[config.mk]
export PLATFORM = sky130hd
export DESIGN_NAME = sync_filter_bank_flat
export DESIGN_NICKNAME = d
export VERILOG_FILES = /design/src/rtl/sync_filter_bank_if.sv /design/src/rtl/sync_filter_bank.sv /design/src/flat_wrapper.sv
export SDC_FILE = /design/constraint.sdc
export NUM_CORES = 1
export LEC_CHECK = 0
export BUFFER_PORTS_ARGS = -buffer_cell sky130_fd_sc_hd__buf_2
export CORE_MARGIN = 2
export CORE_UTILIZATION = 35
export CTS_CLUSTER_SIZE = 24
export DETAILED_ROUTE_END_ITERATION = 8
export MAX_ROUTING_LAYER = met4
export PLACE_DENSITY = 0.57
export SLEW_MARGIN = 15
export SYNTH_ARGS = -nofsm -noshare
export SYNTH_HDL_FRONTEND = slang
export SYNTH_SLANG_ARGS = --single-unit
export TNS_END_PERCENT = 1
[constraint.sdc]
create_clock -name clk_i -period 4.65 [get_ports clk_i]
set_input_delay 0.93 -clock clk_i [delete_from_list [all_inputs] [get_ports clk_i]]
set_output_delay 0.93 -clock clk_i [all_outputs]
set_load 0.01 [all_outputs]
[src/rtl/sync_filter_bank_if.sv]
// Bus bundle for sync_filter_bank: raw inputs, enable, threshold port,
// event clears and the filtered outputs.
interface sync_filter_bank_if #(
  parameter int NUM_CH    = 4,
  parameter int CTR_WIDTH = 4
);
  logic [NUM_CH-1:0]    async_i;
  logic                 en_i;
  logic                 thr_wr_i;
  logic [CTR_WIDTH-1:0] thr_high_i;
  logic [CTR_WIDTH-1:0] thr_low_i;
  logic                 cfg_err_o;
  logic [NUM_CH-1:0]    clr_i;
  logic [NUM_CH-1:0]    clean_out_o;
  logic [NUM_CH-1:0]    rise_o;
  logic [NUM_CH-1:0]    fall_o;
  logic [NUM_CH-1:0]    evt_o;

  modport master (
    output async_i,
    output en_i,
    output thr_wr_i,
    output thr_high_i,
    output thr_low_i,
    output clr_i,
    input  cfg_err_o,
    input  clean_out_o,
    input  rise_o,
    input  fall_o,
    input  evt_o
  );

  modport slave (
    input  async_i,
    input  en_i,
    input  thr_wr_i,
    input  thr_high_i,
    input  thr_low_i,
    input  clr_i,
    output cfg_err_o,
    output clean_out_o,
    output rise_o,
    output fall_o,
    output evt_o
  );
endinterface

[src/rtl/sync_filter_bank.sv]
// Multi-channel synchronizer plus hysteresis counter filter with
// edge pulses, sticky W1C events and programmable thresholds.
module sync_filter_bank #(
  parameter int NUM_CH      = 4,
  parameter int SYNC_STAGES = 2,
  parameter int CTR_WIDTH   = 4,
  parameter int HIGH_THRESH = 12,
  parameter int LOW_THRESH  = 3
) (
  input logic clk_i,
  input logic rst_n_i,
  sync_filter_bank_if.slave bus
);

  localparam int CTR_MAX = (1 << CTR_WIDTH) - 1;

  typedef logic [CTR_WIDTH-1:0] ctr_t;

  localparam ctr_t HIGH_RST = ctr_t'(HIGH_THRESH);
  localparam ctr_t LOW_RST  = ctr_t'(LOW_THRESH);
  localparam ctr_t CTR_TOP  = ctr_t'(CTR_MAX);

  if (HIGH_THRESH <= LOW_THRESH) begin : g_bad_order
    $fatal(1, "sync_filter_bank: HIGH_THRESH must exceed LOW_THRESH");
  end
  if (HIGH_THRESH > CTR_MAX) begin : g_bad_high
    $fatal(1, "sync_filter_bank: HIGH_THRESH exceeds counter range");
  end
  if (SYNC_STAGES < 2 || SYNC_STAGES > 4) begin : g_bad_sync
    $fatal(1, "sync_filter_bank: SYNC_STAGES must be 2..4");
  end

  logic [SYNC_STAGES-1:0] sync_q [NUM_CH];
  ctr_t                   ctr_q  [NUM_CH];
  ctr_t                   ctr_d  [NUM_CH];

  logic [NUM_CH-1:0] sync_last;
  logic [NUM_CH-1:0] level_q;
  logic [NUM_CH-1:0] level_d;
  logic [NUM_CH-1:0] rise_q;
  logic [NUM_CH-1:0] fall_q;
  logic [NUM_CH-1:0] evt_q;

  ctr_t thr_high_q;
  ctr_t thr_low_q;
  logic cfg_err_q;
  logic thr_ok;

  assign thr_ok = bus.thr_high_i > bus.thr_low_i;

  always_comb begin
    for (int ch = 0; ch < NUM_CH; ch++) begin
      sync_last[ch] = sync_q[ch][SYNC_STAGES-1];
      ctr_d[ch]     = ctr_q[ch];
      level_d[ch]   = level_q[ch];
      if (bus.en_i) begin
        if (sync_last[ch] && ctr_q[ch] != CTR_TOP) begin
          ctr_d[ch] = ctr_q[ch] + ctr_t'(1);
        end else if (!sync_last[ch] && ctr_q[ch] != '0) begin
          ctr_d[ch] = ctr_q[ch] - ctr_t'(1);
        end
        // Level decision looks at the current count, not the next one
        if (ctr_q[ch] >= thr_high_q) begin
          level_d[ch] = 1'b1;
        end else if (ctr_q[ch] <= thr_low_q) begin
          level_d[ch] = 1'b0;
        end
      end
    end
  end

  always_ff @(posedge clk_i or negedge rst_n_i) begin
    if (!rst_n_i) begin
      for (int ch = 0; ch < NUM_CH; ch++) begin
        sync_q[ch] <= '0;
        ctr_q[ch]  <= '0;
      end
      level_q    <= '0;
      rise_q     <= '0;
      fall_q     <= '0;
      evt_q      <= '0;
      cfg_err_q  <= 1'b0;
      thr_high_q <= HIGH_RST;
      thr_low_q  <= LOW_RST;
    end else begin
      for (int ch = 0; ch < NUM_CH; ch++) begin
        if (bus.en_i) begin
          sync_q[ch] <= {sync_q[ch][SYNC_STAGES-2:0], bus.async_i[ch]};
        end
        ctr_q[ch] <= ctr_d[ch];
      end
      level_q   <= level_d;
      rise_q    <= {NUM_CH{bus.en_i}} & level_d & ~level_q;
      fall_q    <= {NUM_CH{bus.en_i}} & ~level_d & level_q;
      // Set from the visible pulse so a same-cycle clear loses
      evt_q     <= (evt_q & ~bus.clr_i) | rise_q | fall_q;
      cfg_err_q <= bus.thr_wr_i & ~thr_ok;
      if (bus.thr_wr_i && thr_ok) begin
        thr_high_q <= bus.thr_high_i;
        thr_low_q  <= bus.thr_low_i;
      end
    end
  end

  assign bus.clean_out_o = level_q;
  assign bus.rise_o      = rise_q;
  assign bus.fall_o      = fall_q;
  assign bus.evt_o       = evt_q;
  assign bus.cfg_err_o   = cfg_err_q;

endmodule

[src/flat_wrapper.sv]
// flat-port wrapper written by rule: the top's interface ports become plain ports
module sync_filter_bank_flat 
#(
  parameter int NUM_CH      = 4,
  parameter int SYNC_STAGES = 2,
  parameter int CTR_WIDTH   = 4,
  parameter int HIGH_THRESH = 12,
  parameter int LOW_THRESH  = 3
)
  (clk_i, rst_n_i, bus_async_i, bus_en_i, bus_thr_wr_i, bus_thr_high_i, bus_thr_low_i, bus_clr_i, bus_cfg_err_o, bus_clean_out_o, bus_rise_o, bus_fall_o, bus_evt_o);
  sync_filter_bank_if #(.NUM_CH(NUM_CH), .CTR_WIDTH(CTR_WIDTH)) bus_i ();
  input logic clk_i;
  input logic rst_n_i;
  input wire logic [$bits(bus_i.async_i)-1:0] bus_async_i;
  input wire logic [$bits(bus_i.en_i)-1:0] bus_en_i;
  input wire logic [$bits(bus_i.thr_wr_i)-1:0] bus_thr_wr_i;
  input wire logic [$bits(bus_i.thr_high_i)-1:0] bus_thr_high_i;
  input wire logic [$bits(bus_i.thr_low_i)-1:0] bus_thr_low_i;
  input wire logic [$bits(bus_i.clr_i)-1:0] bus_clr_i;
  output wire logic [$bits(bus_i.cfg_err_o)-1:0] bus_cfg_err_o;
  output wire logic [$bits(bus_i.clean_out_o)-1:0] bus_clean_out_o;
  output wire logic [$bits(bus_i.rise_o)-1:0] bus_rise_o;
  output wire logic [$bits(bus_i.fall_o)-1:0] bus_fall_o;
  output wire logic [$bits(bus_i.evt_o)-1:0] bus_evt_o;
  assign bus_i.async_i = bus_async_i;
  assign bus_i.en_i = bus_en_i;
  assign bus_i.thr_wr_i = bus_thr_wr_i;
  assign bus_i.thr_high_i = bus_thr_high_i;
  assign bus_i.thr_low_i = bus_thr_low_i;
  assign bus_i.clr_i = bus_clr_i;
  assign bus_cfg_err_o = bus_i.cfg_err_o;
  assign bus_clean_out_o = bus_i.clean_out_o;
  assign bus_rise_o = bus_i.rise_o;
  assign bus_fall_o = bus_i.fall_o;
  assign bus_evt_o = bus_i.evt_o;
  sync_filter_bank #(.NUM_CH(NUM_CH), .SYNC_STAGES(SYNC_STAGES), .CTR_WIDTH(CTR_WIDTH), .HIGH_THRESH(HIGH_THRESH), .LOW_THRESH(LOW_THRESH)) u_core (.clk_i(clk_i), .rst_n_i(rst_n_i), .bus(bus_i));
endmodule
==> metrics.txt, run 1 <==
Hold Path End=u_core.bus.evt_o[1]; Clock transition at path regs=about 0.090 ns; Hold Buf Count CTS=0; Tmin final=2.24 ns; I/O Buffers=36; final slew viol count=0; Netlist cell types=36; FF-to-FF Start=u_core.ctr_q[9]; class of the worst hold path=register to register; Sw Share=43.0%; Post-DP Area=3450 um2; total CTS buffers=5; Slew HR=57.3%; hpwl dp=4.71 mm; sequential area share after synthesis=between 30 and 40%; first-pass GRT wire length=11.4 mm; commonest cells in the netlist=45 x dfrtp_1, 44 x ha_1, 27 x inv_1; power share of the clock group=12.7%; Worst Reg-to-Reg Cells=7; die area=9770 um2; total track usage=14.8%; status=completed; reg2reg end=u_core.ctr_q[11]; Max-cap violations=0; syn_nets=376; Layout Cells excl Fill=around 460; Post-Syn Area per Cell=10.2 um2; nets=about 420; GPL Wtd Cong=~0.8; Synth Warn #=0; Initial DRC Count=54; most common cell in the netlist=dfrtp_1; Post-synth EDFFs=0; CTS H-tree depth=2; total power per unit cell area=~620 nW/um2; layout cells sized above 1=22.1%; design area=3550 um2; Die Width=98.8 um; Core Util, Final=40.7%; net switching power=0.946 mW; hold_sp=u_core.bus.rise_o[1]; Seq pwr share=roughly 37%; Post-Synth Adder-Cell Area=20.0%; TritonCTS clock tree=done; Core Area=8720 um2; Tcrit/Tclk final=48.1%; Area Overhead vs Synth=12.9%; mapped cell area=about 3100 um2; largest family of logic cells by synthesized area=adder cells; Fin. Hold Viols=0; synth top area cells=dfrtp_1 36%, ha_1 17%, mux2_2 6.4%, dfstp_2 3.3%, o21ai_0 3.3%; Remaining DRCs=0; CP Capture Type=register; leading area contributor after synthesis=dfrtp_1; Fin Clk Skew=0.00712 ns; setup total negative slack=0 ns; Hold Path Cell Cnt=2; RSZ-0062 raised after global routing=no; chip height=98.8 um; Fillers=869; ys async rst share=100%; setup slack, reg-to-reg=2.66 ns; Max Buffers Root-to-Sink=2; Top Ports=37; Pleak=between 1.5 and 2 nW; peak supply drop=235 uV; WL final=6.59 mm; largest net degree at the start of global routing=50; Cell Int Power=about 1.3 mW; root buf cell=clkbuf_8; post-synthesis compound-gate area fraction=between 10% and 20%; via count=2,391; Most used DFF post-synth=dfrtp_1; Critical Path Fanout Max=8; Clock Sinks=around 50; Post-Synth XOR/XNOR Area=approximately 1.7%; clk_lat worst skew=0.30 ns; vias in the first global route=between 2,000 and 2,500; CP Launch Type=primary input; post-cts gate resize count=0; combinational cell fraction of total power=50.2%; Crit Path Class=primary input to register; DR vias/cell=5.23; antenna-violating nets left=0; Synth Instances=308; Synth Area in Simple Gates=approximately 12%; antenna cells=0; Setup-failing EPs final=0; Worst-Margin Slew=approximately 0.64 ns; antenna violations before repair=0; CP required=between 4 and 5 ns; share of the synthesized area in the top cell type=35.8%; First-pass DRT Iterations=5; initial core utilization=between 30% and 40%; fmax=0.447 GHz; total power=2.20 mW; Synth Register Bits=49; Rows=34; total grt overflow=0; wire per inst=14.4 um; Inst Count DP=449; CP Data Arrival Time=2.43 ns; Post-CTS Setup Inserts=0; mux cell area share after synthesis=8.35%
layout by cell type (no fill, tap or decap), types with 4 or more instances in the layout:
cell and instances:
dfrtp_1 45, ha_1 44, buf_2 36, inv_1 27, o21ai_0 21, a21oi_1 20, mux2_2 18, nand2_1 16
nor2_1 12, nor2b_1 11, nor3_1 11, nand4_1 10, clkbuf_8 7, mux2i_1 6, nand3_1 5, o31ai_1 4
a211oi_1 4, a21o_1 4, xor2_1 4, a31o_2 4, fa_1 4, dfstp_2 4
area by class of cell:
type                            count  area [um2]  area share, %
Timing Repair Buffer               37         188           5.28
Sequential cell                    49        1230           34.6
Inverter                           27         101           2.85
Clock buffer                        7        96.3           2.71
Tap cell                          108         135           3.80
Multi-Input combinational cell    228        1800           50.6
Clock inverter                      1        5.00          0.141
layer usage:
layer	vias up	share of wire, %	track usage [%]
met5	-	0	-
met4	0	0.93	3.48
met3	5	3.3	2.70
met2	38	49	24.3
met1	1140	47	19.2
li1	1208	-	-
flip-flops by register name, indices dropped and copies added (netlist names):
signal	cells
u_core.thr_low_q	4
u_core.bus.rise_o	4
u_core.sync_q	4
u_core.bus.evt_o	4
u_core.thr_high_q	4
u_core.bus.clean_out_o	4
u_core.bus.fall_o	4
u_core.sync_last	4
u_core.bus.cfg_err_o	1
u_core.ctr_q	16
stage by stage:
stage	hold WS [ns]	setup slack [ns]
after detailed placement	0.474	2.09
after floorplan	0.449	2.33
after global placement	0.457	2.16
after global routing	0.514	2.28
final	0.485	2.41
after CTS	0.486	2.42
cells by family (layout without fill, tap and decap cells):
group,Yosys count,count (layout)
and+or+nand+nor,76,76
muxes,24,24
xor gates and xnor gates,6,6
buffers and inverters,31,72
DFF,49,49
adders and majority gates,48,48
AOI/OAI and AO/OA,74,74
power groups by stage:
stage               combinational, mW  clock [mW]  sequential, mW
global route                     1.29       0.307           0.855
global placement                 1.06           0           0.822
CTS                              1.11       0.291           0.818
floorplan                       0.804           0           0.798
finish                           1.10       0.279           0.818
detailed placement               1.10           0           0.825
how the worst max path moves through the flow:
stage / slack, ns / startpoint / end / cells after the start
floorplan: 2.33 / bus_thr_low_i[2] / u_core.thr_high_q[0] / 6
global placement: 2.16 / bus_thr_low_i[2] / u_core.thr_high_q[1] / 7
detailed placement: 2.09 / bus_thr_low_i[2] / u_core.thr_high_q[0] / 7
CTS: 2.42 / bus_thr_low_i[2] / u_core.thr_high_q[0] / 7
global route: 2.28 / bus_en_i / u_core.ctr_q[15] / 5
finish: 2.41 / bus_thr_low_i[2] / u_core.thr_high_q[1] / 7
critical path, stage by stage:
cell      delay [ns]
buf_2           0.09
inv_1           0.06
ha_1            0.32
and4b_1         0.21
a211oi_1        0.35
nor2_2          0.19
mux2_2          0.30
Note: power is estimated with default switching activity, not from simulation.
==> run 2, diff against run 1 <==
Settings changed: PLACE_DENSITY 0.57 to 0.59.
Clock period 4.65 ns to 2 ns, I/O delays scaled along.
==> metrics.txt, run 2 (same netlist as run 1, synthesis figures left out) <==
status=completed; die area=9770 um2 (unchanged); Top Ports=37 (unchanged); clk_lat worst skew=0.31 ns (about the same); Worst Reg-to-Reg Cells=6 (-1); root buf cell=clkbuf_8; total grt overflow=0 (unchanged); first-pass GRT wire length=11.5 mm (+0.79%); I/O Buffers=36 (unchanged); initial core utilization=36.1% (unchanged); Crit Path Class=register to register; Pleak=1.81 nW (+4.5%); CP Capture Type=register; nets=431 (+3.6%); CTS H-tree depth=2 (unchanged); final slew viol count=0 (unchanged); CP Launch Type=register; Critical Path Fanout Max=4 (-4); First-pass DRT Iterations=6 (+1); Rows=34 (unchanged); Initial DRC Count=76 (+41%); max reg flops=16 (unchanged); setup total negative slack=0 ns (unchanged); chip height=98.8 um (unchanged); fmax=0.534 GHz; post-route setup slack=0.128 ns (-2.28 ns); wire per inst=13.6 um (-5.5%); Remaining DRCs=0 (unchanged); Die Width=98.8 um (unchanged); Tmin final=1.87 ns; hpwl dp=4.75 mm (+0.73%); total power per unit cell area=1450 nW/um2 (+130%); Worst-Margin Slew=0.493 ns (-0.148 ns); total power=5.37 mW (+140%); RSZ-0062 raised after global routing=no; CP Data Arrival Time=2.07 ns (-0.36 ns); Fin Clk Skew=0.00572 ns (-0.00140 ns); commonest cells after routing, fill and taps aside=44 x dfrtp_1, 43 x ha_1, 36 x buf_2, 27 x inv_1, 21 x o21ai_0; Post-CTS Setup Inserts=0 (unchanged); Clock transition at path regs=0.09 ns (about the same); Tcrit/Tclk final=93.6%; DR vias/cell=5.17 (-1.3%); antenna cells=0 (unchanged); via count=2,438 (+2.0%); Area Overhead vs Synth=17.8%; antenna violations before repair=0 (unchanged); Fin. Hold Viols=0 (unchanged); Place WS=0.0164 ns (-2.08 ns); Clock Sinks=49 (unchanged); Max-cap violations=0 (unchanged); Setup-failing EPs final=0 (unchanged); peak supply drop=544 uV (+130%); antenna-violating nets left=0 (unchanged); GPL Wtd Cong=0.776 (-2.9%); layout cells sized above 1=25.8% (+3.8 points); leading cell type in the layout, fill and taps excluded=dfrtp_1; vias in the first global route=2,412 (+2.2%); Inst Count DP=464 (+3.3%); class of the worst hold path=primary input to async pin; WL final=6.44 mm (-2.4%); CP required=2.19 ns (-2.66 ns); Layout Cells excl Fill=472 (+3.3%); TritonCTS clock tree=done; Hold Buf Count CTS=0 (unchanged); Core Area=8720 um2 (unchanged); total CTS buffers=5 (unchanged); total track usage=14.8% (-0.020 points); Biggest register=u_core.ctr_q; Slew HR=67.1% (+9.8 points); Max Buffers Root-to-Sink=2 (unchanged); largest net degree at the start of global routing=50 (unchanged)
run 2: where the power goes:
group          switching [mW]  internal [mW]
combinational            1.53           1.39
sequential              0.345           1.39
clock                   0.347          0.376
total                    2.22           3.16
run 2: critical path: stages (launching register included):
cell	delay [ns]
dfstp_2	0.54
inv_1	0.11
ha_1	0.31
or2_2	0.27
a21oi_1	0.20
a211oi_1	0.09
a211o_1	0.25
run 2: area by class of cell:
class,count,area [um2]
clock buffers,6,72.6
clock inverters,2,38.8
fillers,869,5010
inverters,27,101
multi-input cells,228,1810
flip-flops and latches,49,1230
well taps,108,135
repair buffers,52,313
run 2: per-layer routing:
layer | share of wire, % | track usage, % | up-vias | routed length (um)
met2 | 47 | 23.5 | 35 | 3050
met5 | 0 | - | - | 0
met3 | 3.8 | 3.05 | 8 | 244
met1 | 47 | 19.3 | 1168 | 3040
li1 | - | - | 1227 | -
met4 | 1.5 | 4.11 | 0 | 96
run 2: worst paths after layout:
kind,from,to,slack (ns)
worst max-delay path,u_core.thr_high_q[2],u_core.bus.clean_out_o[3],0.13
worst min-delay path,rst_n_i,u_core.thr_high_q[1],0.06
worst max register to register,u_core.thr_high_q[2],u_core.bus.clean_out_o[3],0.13
worst min register to register,u_core.bus.clean_out_o[2],u_core.bus.rise_o[2],0.48
max in group asynchronous,rst_n_i,u_core.thr_high_q[3],1.64
min in group clk_i,bus_clr_i[3],u_core.bus.evt_o[3],0.26
run 2: what timing repair did:
item / in CTS / in global routing
endpoints found under the setup margin: 0 / 2
hold endpoints to repair: 0 / 0
resized for setup: 0 / 3
run 2: metrics by stage:
stage	utilization [%]	hold slack [ns]	instance area, um2
2_1_floorplan	-	0.104	3150
3_3_place_gp	41.0	0.411	3580
3_5_place_dp	41.0	0.418	3580
4_1_cts	42.3	0.0824	3690
5_1_grt	42.5	0.0759	3710
6_report	42.5	0.0607	3710
==> run 3, diff against run 2 <==
Settings changed: BUFFER_PORTS_ARGS -buffer_cell sky130_fd_sc_hd__buf_2 to default, CELL_PAD_IN_SITES_DETAIL_PLACEMENT from default to 1, CELL_PAD_IN_SITES_GLOBAL_PLACEMENT from default to 2, DONT_BUFFER_PORTS from default to 1, PLACE_DENSITY 0.59 to 0.77.
==> metrics.txt, run 3 (same netlist as run 1, synthesis figures left out) <==
status=completed; antenna violations before repair=0 (unchanged); leading cell type in the layout, fill and taps excluded=ha_1; DR vias/cell=5.45 (+5.5%); final slew viol count=0 (unchanged); I/O Buffers=0 (-100%); Fin Clk Skew=0.0113 ns (+0.00562 ns); top routing layer in use=met4; Layout Cells excl Fill=437 (-7.4%); setup total negative slack=0 ns (unchanged); peak supply drop=465 uV (-14%); Worst Reg-to-Reg Cells=7 (+1); reg2reg end=u_core.ctr_q[15]; CP Capture Type=register; Die Width=98.8 um (unchanged); Worst-Margin Slew=0.455 ns (-0.0375 ns); Setup-failing EPs final=0 (unchanged); Core Area=8720 um2 (unchanged); Inst Count DP=427 (-8.0%); routed wl met2=3.57 mm (+17%); chip height=98.8 um (unchanged); largest net degree at the start of global routing=50 (unchanged); RSZ-0062 raised after global routing=no; met3 wire len=262 um (+7.4%); First-pass DRT Iterations=4 (-2); CTS H-tree depth=2 (unchanged); post-route setup slack=0.122 ns (-0.00604 ns); CP Cell Sequence=nand4_1 > nand2_1 > ha_1 > a21oi_1 > nand2_1 > mux2i_1 > o31ai_1; CP Launch Type=register; most used cell along the critical path=nand2_1; Hold Path End=u_core.bus.evt_o[0]; total CTS buffers=5 (unchanged); Crit Path Class=register to register; via count=2,382 (-2.3%); wire per inst=16.3 um (+19%); FF-to-FF Start=u_core.ctr_q[14]; max reg flops=16 (unchanged); first-pass GRT wire length=12.3 mm (+7.2%); CP bufs+invs=0 (-1); commonest cells after routing, fill and taps aside=43 x ha_1, 42 x dfrtp_1, 27 x inv_1, 21 x o21ai_0, 19 x a21oi_1; WL final=7.12 mm (+11%); Worst path max stage delay=0.47 ns (-0.07 ns); Tmin final=1.88 ns (+0.00604 ns); Clock Sinks=49 (unchanged); Area Overhead vs Synth=12.8%; CP Data Arrival Time=2.09 ns (+0.02 ns); GPL Wtd Cong=0.780 (+0.53%); antenna cells=0 (unchanged); root buf cell=clkbuf_8; Rows=34 (unchanged); antenna-violating nets left=0 (unchanged); Fin. Hold Viols=0 (unchanged); total power per unit cell area=1510 nW/um2 (+4.0%); layout cells sized above 1=18.2% (-7.6 points); Place WS=0.0717 ns (+0.0553 ns); Initial DRC Count=49 (-36%); total grt overflow=0 (unchanged); class of the worst hold path=primary input to register; Clock transition at path regs=0.09 ns (about the same); Tcrit/Tclk final=93.9% (+0.30 points); initial core utilization=36.1% (unchanged); setup slack, reg-to-reg=0.12 ns (about the same); CP delay by family, top=flip-flops; hpwl dp=5.37 mm (+13%); die area=9770 um2 (unchanged); CP required=2.21 ns (+0.02 ns); M1 wire length=3.15 mm (+3.4%); TritonCTS clock tree=done; Pleak=1.66 nW (-8.1%); total track usage=16.2% (+1.4 points); Hold Path Cell Cnt=1; crit path max-delay cell type=dfrtp_1; vias in the first global route=2,549 (+5.7%); Top Ports=37 (unchanged); clk_lat worst skew=0.30 ns (about the same); nets=396 (-8.1%); hold_sp=bus_clr_i[0]; Remaining DRCs=0 (unchanged); fmax=0.533 GHz (-0.32%); Biggest register=u_core.ctr_q; Max Buffers Root-to-Sink=2 (unchanged); Max-cap violations=0 (unchanged); Slew HR=69.6% (+2.5 points); Critical Path Fanout Max=6 (+2)
[run 3: repair_timing]
item / 4_1_cts / 5_1_grt
gates resized for setup: 0 / 5
endpoints found under the hold margin: 49 / 0
hold buffers: 2 / 0
buffers inserted: 0 / 0
setup endpoints to repair: 0 / 2
[run 3: where the power goes]
group | leakage [nW] | internal [mW] | switching, mW
Combinational | 1.01 | 1.31 | 1.46
Sequential | 0.589 | 1.39 | 0.452
Clock | 0.0585 | 0.408 | 0.333
[run 3: through the flow]
| step | hold slack [ns] | cell area (um2) | utilization, % | total power, mW |
|---|---|---|---|---|
| floorplan | 0.104 | 3150 | - | 3.73 |
| global placement | 0.106 | 3380 | 38.7 | 4.43 |
| detailed placement | 0.106 | 3380 | 38.7 | 4.59 |
| CTS | 0.181 | 3530 | 40.5 | 5.40 |
| global route | 0.177 | 3550 | 40.7 | 5.96 |
| finish | 0.188 | 3550 | 40.7 | 5.36 |
[run 3: worst max-delay path by stage]
stage | from | to | cells past startpoint
floorplan | bus_thr_low_i[2] | u_core.thr_high_q[0] | 6
global placement | bus_thr_low_i[2] | u_core.thr_high_q[0] | 6
detailed placement | bus_thr_low_i[3] | u_core.thr_high_q[1] | 6
CTS | u_core.ctr_q[5] | u_core.ctr_q[7] | 7
global route | u_core.ctr_q[8] | u_core.ctr_q[11] | 7
finish | u_core.ctr_q[14] | u_core.ctr_q[15] | 7
[run 3: routing by layer]
layer / up-vias / GRT usage (%)
li1: 1158 / -
met1: 1187 / 19.5
met2: 28 / 27.2
met3: 9 / 3.48
met4: 0 / 5.06
met5: - / -
[run 3: cell type report]
cell class                 instances  area [um2]
clock buffer                       7        86.3
clock inverter                     1        30.0
fill                             997        5170
inverter                          27         101
multi-input combinational        228        1810
sequential                        49        1230
tap                              108         135
timing repair buffer              17         150
